--- config.mk ---
export PLATFORM = sky130hd
export DESIGN_NAME = ir_sense_sched
export DESIGN_NICKNAME = d
export VERILOG_FILES = /design/src/rtl/ir_sense_sched.sv
export SDC_FILE = /design/constraint.sdc
export NUM_CORES = 1
export LEC_CHECK = 0
export CAP_MARGIN = 25
export CORE_UTILIZATION = 40
export CTS_CLUSTER_DIAMETER = 30
export CTS_CLUSTER_SIZE = 8
export DETAILED_ROUTE_END_ITERATION = 16
export PLACE_DENSITY = 0.64
export SETUP_SLACK_MARGIN = 0.5
export SLEW_MARGIN = 20
export SYNTH_ARGS = -nofsm -noshare
export SYNTH_HDL_FRONTEND = slang
export SYNTH_SLANG_ARGS = --single-unit
--- constraint.sdc ---
create_clock -name clk -period 1.8 [get_ports clk]
set_input_delay 0.45 -clock clk [delete_from_list [all_inputs] [get_ports clk]]
set_output_delay 0.45 -clock clk [all_outputs]
set_load 0.05 [all_outputs]
--- src/rtl/ir_sense_sched.sv ---
// ir_sense_sched: IR emitter duty-cycling, receiver sampling, guardrail flags
// and centre-line crossing counter for a move sequencer.
// Optional build macro: CNTR_FILTER_EN. When defined, a crossing needs two
// consecutive low centre samples after a high one, which rejects
// single-sample glitches.
module ir_sense_sched #(
  parameter int PERIOD    = 1000,
  parameter int ON_CYCLES = 200,
  parameter int SETTLE    = 150
) (
  input  logic       clk,
  input  logic       rst,
  input  logic       lftIR_n,
  input  logic       cntrIR_n,
  input  logic       rghtIR_n,
  input  logic       move_start,
  input  logic [3:0] num_lines,
  input  logic       move_abort,
  output logic       IR_en,
  output logic       busy,
  output logic       lft_rail,
  output logic       rght_rail,
  output logic       cntr_pulse,
  output logic [3:0] line_cnt,
  output logic       move_done
);

  localparam logic [0:0] IDLE = 1'b0;
  localparam logic [0:0] RUN  = 1'b1;

  localparam logic [15:0] PHASE_MAX = 16'(PERIOD - 1);
  localparam logic [15:0] ON_LIM    = 16'(ON_CYCLES);
  localparam logic [15:0] SAMPLE_PH = 16'(SETTLE);

`ifdef CNTR_FILTER_EN
  localparam int HIST_W = 2;
`else
  localparam int HIST_W = 1;
`endif

  // Raw receivers packed as {left, centre, right}; all active low.
  logic [2:0] raw_n;
  logic [2:0] sync_n;
  assign raw_n = {lftIR_n, cntrIR_n, rghtIR_n};

  genvar gi;
  generate
    for (gi = 0; gi < 3; gi++) begin : g_sync
      logic s1_reg;
      logic s2_reg;
      // Two-flop synchroniser; idles at 1 (receiver not seeing anything).
      always_ff @(posedge clk) begin
        if (rst) begin
          s1_reg <= 1'b1;
          s2_reg <= 1'b1;
        end else begin
          s1_reg <= raw_n[gi];
          s2_reg <= s1_reg;
        end
      end
      assign sync_n[gi] = s2_reg;
    end
  endgenerate

  logic sync_lft_n;
  logic sync_cntr_n;
  logic sync_rght_n;
  assign sync_lft_n  = sync_n[2];
  assign sync_cntr_n = sync_n[1];
  assign sync_rght_n = sync_n[0];

  logic [0:0]        state_reg,     state_next;
  logic [15:0]       phase_reg,     phase_next;
  logic [3:0]        target_reg,    target_next;
  logic [3:0]        line_cnt_reg,  line_cnt_next;
  logic [HIST_W-1:0] prev_cntr_reg, prev_cntr_next;
  logic              lft_rail_reg,  lft_rail_next;
  logic              rght_rail_reg, rght_rail_next;
  logic              pulse_reg,     pulse_next;
  logic              done_reg,      done_next;

  logic       sample_evt;
  logic       crossing;
  logic [3:0] cnt_inc;

  assign sample_evt = (phase_reg == SAMPLE_PH);
  assign cnt_inc    = line_cnt_reg + 4'd1;

`ifdef CNTR_FILTER_EN
  // prev_cntr_reg[0] is the most recent sample, [1] the one before it.
  assign crossing = !sync_cntr_n && !prev_cntr_reg[0] && prev_cntr_reg[1];
`else
  assign crossing = !sync_cntr_n && prev_cntr_reg[0];
`endif

  // Next-state logic for the move FSM, phase counter and sampled outputs.
  always_comb begin
    state_next     = state_reg;
    phase_next     = phase_reg;
    target_next    = target_reg;
    line_cnt_next  = line_cnt_reg;
    prev_cntr_next = prev_cntr_reg;
    lft_rail_next  = lft_rail_reg;
    rght_rail_next = rght_rail_reg;
    pulse_next     = 1'b0;
    done_next      = 1'b0;
    case (state_reg)
      IDLE: begin
        phase_next     = 16'd0;
        lft_rail_next  = 1'b0;
        rght_rail_next = 1'b0;
        if (move_start) begin
          if (num_lines != 4'd0) begin
            state_next     = RUN;
            target_next    = num_lines;
            line_cnt_next  = 4'd0;
            prev_cntr_next = '1;
          end else begin
            done_next = 1'b1;
          end
        end
      end
      RUN: begin
        phase_next = (phase_reg == PHASE_MAX) ? 16'd0 : phase_reg + 16'd1;
        // Leaving RUN is delayed one cycle after move_done so that busy
        // overlaps the done pulse; abort wins over any sample this cycle.
        if (move_abort || done_reg) begin
          state_next     = IDLE;
          phase_next     = 16'd0;
          lft_rail_next  = 1'b0;
          rght_rail_next = 1'b0;
        end else if (sample_evt) begin
          lft_rail_next  = !sync_lft_n;
          rght_rail_next = !sync_rght_n;
`ifdef CNTR_FILTER_EN
          prev_cntr_next = {prev_cntr_reg[0], sync_cntr_n};
`else
          prev_cntr_next = sync_cntr_n;
`endif
          if (crossing && (line_cnt_reg != 4'hF)) begin
            pulse_next    = 1'b1;
            line_cnt_next = cnt_inc;
            done_next     = (cnt_inc == target_reg);
          end
        end
      end
      default: begin
        state_next = IDLE;
        phase_next = 16'd0;
      end
    endcase
  end

  // State registers with synchronous reset.
  always_ff @(posedge clk) begin
    if (rst) begin
      state_reg     <= IDLE;
      phase_reg     <= 16'd0;
      target_reg    <= 4'd0;
      line_cnt_reg  <= 4'd0;
      prev_cntr_reg <= '1;
      lft_rail_reg  <= 1'b0;
      rght_rail_reg <= 1'b0;
      pulse_reg     <= 1'b0;
      done_reg      <= 1'b0;
    end else begin
      state_reg     <= state_next;
      phase_reg     <= phase_next;
      target_reg    <= target_next;
      line_cnt_reg  <= line_cnt_next;
      prev_cntr_reg <= prev_cntr_next;
      lft_rail_reg  <= lft_rail_next;
      rght_rail_reg <= rght_rail_next;
      pulse_reg     <= pulse_next;
      done_reg      <= done_next;
    end
  end

  assign busy       = (state_reg == RUN);
  assign IR_en      = (state_reg == RUN) && (phase_reg < ON_LIM);
  assign lft_rail   = lft_rail_reg;
  assign rght_rail  = rght_rail_reg;
  assign cntr_pulse = pulse_reg;
  assign line_cnt   = line_cnt_reg;
  assign move_done  = done_reg;

endmodule

* Word-level counts from Yosys, hierarchy flattened *
Cells that the tools add are included.

word-level totals
  register bits after elaboration = 36
  bits of input ports = 11
  output and inout bits = 10
  word-level logic and storage cells = 73

cells by class
  add/subtract/negate cells = 2
  $lt $le $gt $ge = 1
  equal/unequal tests = 10
  multiplexer cells = 31
  bitwise operators = 2
  reduce and logical (&&, ||, !) cells = 12

operator list
  cell                   number
  $mux 16                2
  $pmux 16 s2            1
  $mux 4                 5
  $mux 1                 17
  $add 16x1->16 const B  1
  $eq 16x10->1 const B   1
  $eq 16x8->1 const B    1
  $lt 16x8->1 const B    1
  $pmux 1 s2             5
  $pmux 4 s2             1
  $ne 2x2->1 const B     3
  $reduce_and 5->1       1
  $add 4x1->4 const B    1
  $eq 4x4->1             1
  $ne 2x1->1 const B     2
  $ne 4x4->1 const B     1
  $reduce_and 4->1       1
  $reduce_bool 4->1      1
  $reduce_or 4->1        1
  $logic_and 1x1->1      3
  $logic_not 1->1        3
  $ne 3x1->1 const B     1
  $reduce_and 3->1       1
  $not 1->1              2
  $logic_or 1x1->1       1

* Logic depth before layout (Yosys ltp) *
Gate-level depths: netlist of run 1.

  word-level depth = 7
  gate-level depth with buffers = 7
  mapped depth without buffers = 6

* Least setup slack after synthesis of run 1 *
No wires, ideal clock.

  path kind = flip-flop to output port
  from = reg state_reg (netlist: busy)
  to = out IR_en
  data arrival time = 1,466 ps
  data required time = 1,350 ps
  path slack = -116 ps
  stages on the path, launching flop included = 3
  buffers on the path = 1
  cells stage by stage = dfxtp_1 > clkbuf_1 > o2111a_1

between the ends
  longest elaborated chain between the ends = 1

RTL lines
  what                    RTL line  source
  start, declared         72        logic [0:0] state_reg, state_next;
  start signal, assigned  167       state_reg <= state_next;
  $logic_and 1x1->1       180       assign IR_en = (state_reg == RUN) && (phase_reg < ON_LIM);
  end, declared           19        output logic IR_en,

No other way between the ends.

* Worst setup path in the final report of run 1 *
  from = reg phase_reg[13]
  to = out IR_en

between the ends
  longest elaborated chain between the ends = 2

RTL lines
  what                    RTL line  source
  start, declared         73        logic [15:0] phase_reg, phase_next;
  start signal, assigned  168       phase_reg <= phase_next;
  $lt 16x8->1             180
  $logic_and 1x1->1       180

No other way between the ends.

==> reports/metrics.yaml, run 1 <==
timing:
  fmax_ghz: 0.548
  slew_headroom_pct: 77.4
  tightest_slew_ns: 0.336
  tns_ns: -0.0252
  clock_skew_ns: 0.00532
  setup_viol: 1
  setup_slack_ns: -0.0252
  finalHoldViolCount: 0
  fin_crit_ns: 1.83
  finalCritPeriodShare_pct: 101
  drv_slew: 0
  whs_ns: 0.406
  rsz0062_at_grt: "true"
clock_network:
  clockBufferDepth: 2
  clk_pin_slew_ns: 0.08
  h-tree-depth: 2
  root_buffer: "clkbuf_8"
  holdBufCountCts: 0
  cts_sinks: 36
  cts_tree: "done"
  cts_made_buffers: 5
  clkLatencyLatePin_ns: 0.29
route:
  dr.pass1.iters: 4
  dr.first_iter.drc_count: 76
  avgViaCountPerCell: 5.57
  ant_nets: 0
  vias: 1581
  drt-wirelength-per-cell_um: 16.8
  route.detailed.drc: 0
  wl_um: 4780
final_layout:
  most-common-layout-cells: "buf_4 (21), dfxtp_1 (19), buf_6 (14)"
  fin_cells: 284
  n_antenna_cell: 0
  fin_nets: 247
  syn_to_final_growth_pct: 58.3
  post-route-util_pct: 66.7
  largest_reg_flops: 16
  final_common_cell: "buf_4"
  fin_area_um2: 2710
  drive_gt1_share_pct: 56.0
place:
  post-dp-hpwl_um: 2710
  dp.cells: 253
  place.gp.congestion: 0.822
  place_ws_ns: -0.215
  portBuffers: 20
  dpl_cell_area_um2: 2030
grt:
  grt_pass1_vias: 1563
  grt_overflow: 0
  grt_usage_pct: 21.3
  grt_pass1_wl_um: 7020
  grt_max_degree: 13
  antenna_found_initial: 0
setup_path:
  crit_path_start_kind: "flip-flop"
  path_class: "reg -> out"
  crit_slowest_cell: "dfxtp_4"
  crit_start: "phase_reg[13]$_SDFF_PP0_"
  path_cells: "nor4_4, o2111a_2, buf_12"
  setup.worst_path.end_class: "output pin"
  cpPeakStageDelay_ns: 0.36
  cp.required_ns: 1.35
  arrival_ns: 1.38
  crit_fanout: 2
  rr_startpoint: "phase_reg[13]$_SDFF_PP0_"
yosys:
  synthCells: 180
  synthSimpleGateAreaFrac_pct: 29.6
  syn-num-nets: 194
  ys_warn_count: 0
  syn_area_per_cell_um2: 9.50
  ys_ff_latch: 36
  synthMuxAreaShare_pct: 0
  yosysSeqAreaShare_pct: 42.2
  synthAdderAreaFrac_pct: 2.20
  synth_xor_area_share_pct: 9.74
  async_flop_share_pct: 0
  syn-cell-area_um2: 1710
  synth_top_family_by_area: "simple AND/OR/NAND/NOR gates"
  synth_compound_area_share_pct: 13.0
  synthDistinctLibCells: 46
  synth-edff-count: 0
  synth_flop_cell: "dfxtp_1"
power:
  leakage_nw: 0.966
  pwr_density_cell_nw_per_um2: 580
  p_clk_share_pct: 36.7
  swShare_pct: 26.1
  vdd_drop_max_mv: 0.436
  p_int_mw: 1.16
  total_power_mw: 1.57
  seq_power_share_pct: 51.6
  p_comb_share_pct: 11.6
  power_switching_mw: 0.411
die:
  io-pin-count: 21
  start_util_pct: 42.1
  die-area_um2: 4540
  dieHeight_um: 67.4
  placementRows: 23
  die_w_um: 67.4
  coreArea_um2: 4060
worst_hold_path:
  min_from: "num_lines[1]"
  hp-class: "in -> reg"
status:
  status: "complete, but fails checks"
  violations: "negative setup slack"
job:
  cap_violations: 0
-- final timing paths --
path	endpoint	slack [ns]	depth (start not counted)
max reg2reg	move_done$_SDFF_PP0_	0.09	6
max	IR_en	-0.03	3
min reg2reg	g_sync[2].s2_reg$_SDFF_PP1_	0.42	1
min	target_reg[1]$_SDFFE_PP0P_	0.41	3
-- Yosys cell counts, types with 2 or more instances --
library cell / count / share of area, %
a21oi_1: 4 / 1.2
nor2b_1: 4 / 1.5
nand4_1: 7 / 2.6
ha_1: 3 / 2.2
dfxtp_1: 36 / 42
xnor2_1: 13 / 6.7
nand3_1: 8 / 2.3
xor2_1: 6 / 3.1
clkbuf_1: 4 / 0.88
nor3_1: 7 / 2.0
nor2_2: 2 / 0.73
buf_2: 2 / 0.59
inv_1: 3 / 0.66
a22oi_1: 2 / 0.88
a31oi_1: 2 / 0.73
nand2_1: 15 / 3.3
and3b_1: 2 / 1.0
nand2b_1: 2 / 0.73
nor2_1: 21 / 4.6
nor4_1: 5 / 1.8
or2_2: 7 / 2.6
-- power groups by stage --
stage | Sequential (mW) | Combinational (mW) | Clock (mW)
after global placement | 0.842 | 0.123 | 0
after global routing | 0.812 | 0.195 | 0.623
after CTS | 0.815 | 0.148 | 0.587
after detailed placement | 0.843 | 0.126 | 0
final | 0.810 | 0.183 | 0.577
after floorplan | 0.842 | 0.0678 | 0
-- metal layers --
layer	wire length [um]	vias up	track usage [%]
li1	-	748	-
met1	1940	771	23.3
met2	2510	51	36.8
met3	230	11	6.25
met4	106	0	11.4
met5	0	-	0
-- repair_timing --
action | in CTS | in global routing
resized for setup | 70 | 52
setup endpoints to repair | 43 | 36
cloned | 1 | 0
setup buffers | 16 | 6
pin swaps | 33 | 19
-- logic make-up after synthesis --
logic type	Yosys count
compound gates	22
fa+ha+maj	3
buf+inv	10
simple gates	90
flops	36
xor+xnor	19
-- worst max-delay path, delay by kind of cell, from the launching register on --
| kind | cells | cell delay, ns |
|---|---|---|
| flops | 1 | 0.36 |
| simple gates | 1 | 0.31 |
| compound gates | 1 | 0.28 |
| buf+inv | 1 | 0.14 |
-- final cells by class --
| class | instances | area, um2 |
|---|---|---|
| inverter | 3 | 11.3 |
| clock buffer | 5 | 68.8 |
| clock inverter | 3 | 18.8 |
| sequential | 36 | 769 |
| tap | 50 | 62.6 |
| fill | 299 | 1350 |
| multi-input combinational | 135 | 1250 |
| timing repair buffer | 52 | 520 |
Note: power is estimated with default switching activity, not from simulation.
==> run 2: changes to the inputs <==
CORE_UTILIZATION = 54   (was 40)
PLACE_DENSITY = 0.81   (was 0.64)
==> reports/metrics.yaml, run 2 (synthesized netlist as in run 1, its figures left out) <==
status:
  violations: "negative setup slack"
  status: "complete, but fails checks"
grt:
  antenna_found_initial: 0  # unchanged
  grt_pass1_vias: 1569  # +0.38%
  met3_usage_pct: 5.58  # -0.67 points
  grtUsageMet2_pct: 50.7  # +14 points
  grt_overflow: 0  # unchanged
  use_met1_pct: 31.1  # +7.8 points
  grt_pass1_wl_um: 7080  # +0.78%
  busiest_layer: "met2"
  grt_usage_pct: 28.0  # +6.7 points
  grt_max_degree: 19  # +6
die:
  placementRows: 20  # -13%
  dieHeight_um: 58.3  # -14%
  start_util_pct: 56.4  # +14 points
  die-area_um2: 3390  # -25%
  die_w_um: 58.3  # -14%
  io-pin-count: 21  # unchanged
  coreArea_um2: 3030  # -25%
power:
  swShare_pct: 25.9  # -0.22 points
  p_clk_share_pct: 37.0  # +0.3 points
  pwr_density_cell_nw_per_um2: 588  # +1.4%
  seq_power_share_pct: 50.6  # -1.0 points
  p_comb_share_pct: 12.4  # +0.8 points
  vdd_drop_max_mv: 0.536  # +23%
  power_switching_mw: 0.415  # +1.0%
  leakage_nw: 0.975  # +1.0%
  p_int_mw: 1.18  # +2.2%
final_layout:
  multi_input_area_um2: 1240  # -1.2%
  largest_reg_flops: 16  # unchanged
  fin_nets: 249  # +0.81%
  drive_gt1_share_pct: 58.9  # +2.9 points
  most-common-layout-cells: "buf_4 (22), xnor2_1 (13), dfxtp_1 (13)"
  post-route-util_pct: 89.8  # +23 points
  syn_to_final_growth_pct: 59.1
  nFillCells: 106  # -65%
  regArea_um2: 777  # +0.98%
  final_common_cell: "buf_4"
  n_antenna_cell: 0  # unchanged
timing:
  setup_slack_ns: -0.118  # -0.0930 ns
  fin_crit_ns: 1.92  # +0.0930 ns
  finalHoldViolCount: 0  # unchanged
  finalCritPeriodShare_pct: 107  # +5.2 points
  rsz0062_at_grt: "true"
  fmax_ghz: 0.521  # -4.8%
  slew_headroom_pct: 73.4  # -4.0 points
  drv_slew: 0  # unchanged
  tns_ns: -0.118  # -0.0930 ns
  clock_skew_ns: 0.0208  # +0.0155 ns
  tightest_slew_ns: 0.396  # +0.0601 ns
  setup_viol: 1  # unchanged
clock_network:
  cts_sinks: 36  # unchanged
  root_buffer: "clkbuf_4"
  clkLatencyLatePin_ns: 0.37  # +0.08 ns
  clockBufferDepth: 2  # unchanged
  cts_made_buffers: 5  # unchanged
  cts_tree: "done"
  clk_pin_slew_ns: 0.12  # +0.04 ns
  h-tree-depth: 2  # unchanged
setup_path:
  arrival_ns: 1.47  # +0.09 ns
  cp.required_ns: 1.35  # about the same
  setup.worst_path.end_class: "output pin"
  crit_path_start_kind: "flip-flop"
  path_class: "reg -> out"
  crit_fanout: 2  # unchanged
route:
  dr.pass1.iters: 4  # unchanged
  route.detailed.drc: 0  # unchanged
  drt-wirelength-per-cell_um: 22.1  # +31%
  ant_nets: 0  # unchanged
  wl_um: 6190  # +29%
  vias: 1726  # +9.2%
  avgViaCountPerCell: 6.16  # +11%
  dr.first_iter.drc_count: 188  # +150%
place:
  portBuffers: 20  # unchanged
  place.gp.congestion: 0.876  # +6.6%
  post-dp-hpwl_um: 2430  # -10%
worst_hold_path:
  hp-class: "in -> reg"
job:
  cap_violations: 0  # unchanged
## run 2: power by group through the flow
stage | logic (mW) | clock network (mW) | registers (mW)
after floorplan | 0.0678 | 0 | 0.842
after global routing | 0.204 | 0.628 | 0.811
after CTS | 0.142 | 0.582 | 0.811
after global placement | 0.123 | 0 | 0.841
after detailed placement | 0.125 | 0 | 0.843
final | 0.199 | 0.591 | 0.810
## run 2: through the flow
| stage | power [mW] | std cells | hold WS (ns) | instance area [um2] | setup WS, ns |
|---|---|---|---|---|---|
| 6_report | 1.60 | 280 | 0.363 | 2720 | -0.118 |
| 5_1_grt | 1.64 | 280 | 0.351 | 2720 | -0.139 |
| 4_1_cts | 1.54 | 271 | 0.423 | 2470 | -0.0911 |
| 3_5_place_dp | 0.967 | 243 | 0.396 | 2010 | -0.224 |
| 3_3_place_gp | 0.964 | 243 | 0.393 | 2010 | -0.211 |
| 2_1_floorplan | 0.910 | 180 | 0.389 | 1760 | 0.244 |
## run 2: final timing paths
check                                     end  cells past startpoint  slack [ns]                   startpoint
setup / recovery                        IR_en                      3       -0.12     phase_reg[13]$_SDFF_PP0_
hold / removal     target_reg[3]$_SDFFE_PP0P_                      3        0.36                 num_lines[3]
setup reg to reg     line_cnt[2]$_SDFFE_PP0P_                      6        0.05     phase_reg[13]$_SDFF_PP0_
hold reg to reg   g_sync[2].s2_reg$_SDFF_PP1_                      1        0.43  g_sync[2].s1_reg$_SDFF_PP1_
## run 2: final cells by class
class	instances	share of cell area (%)
Clock inverter	3	1.56
Timing Repair Buffer	54	20.4
Inverter	3	0.414
Clock buffer	5	1.38
Sequential cell	36	28.6
Tap cell	44	2.02
Multi-Input combinational cell	135	45.6
## run 2: worst max-delay path, stage by stage, from the launching register on
cell,delay (ns)
dfxtp_4,0.37
nor4_4,0.33
o2111a_2,0.28
buf_12,0.14
## run 2: repair_timing
item	CTS	global route
hold buffers	0	0
resized for setup	70	51
setup endpoints to repair	40	39
cloned	1	0
hold endpoints to repair	0	0
pin swaps	25	19
setup buffers	19	9
## run 2: routing by layer
metal  part of all wire, %  up-vias
met5                     0        -
met4                   6.5        0
met3                   6.7       39
met2                    50      113
met1                    37      816
li1                      -      758
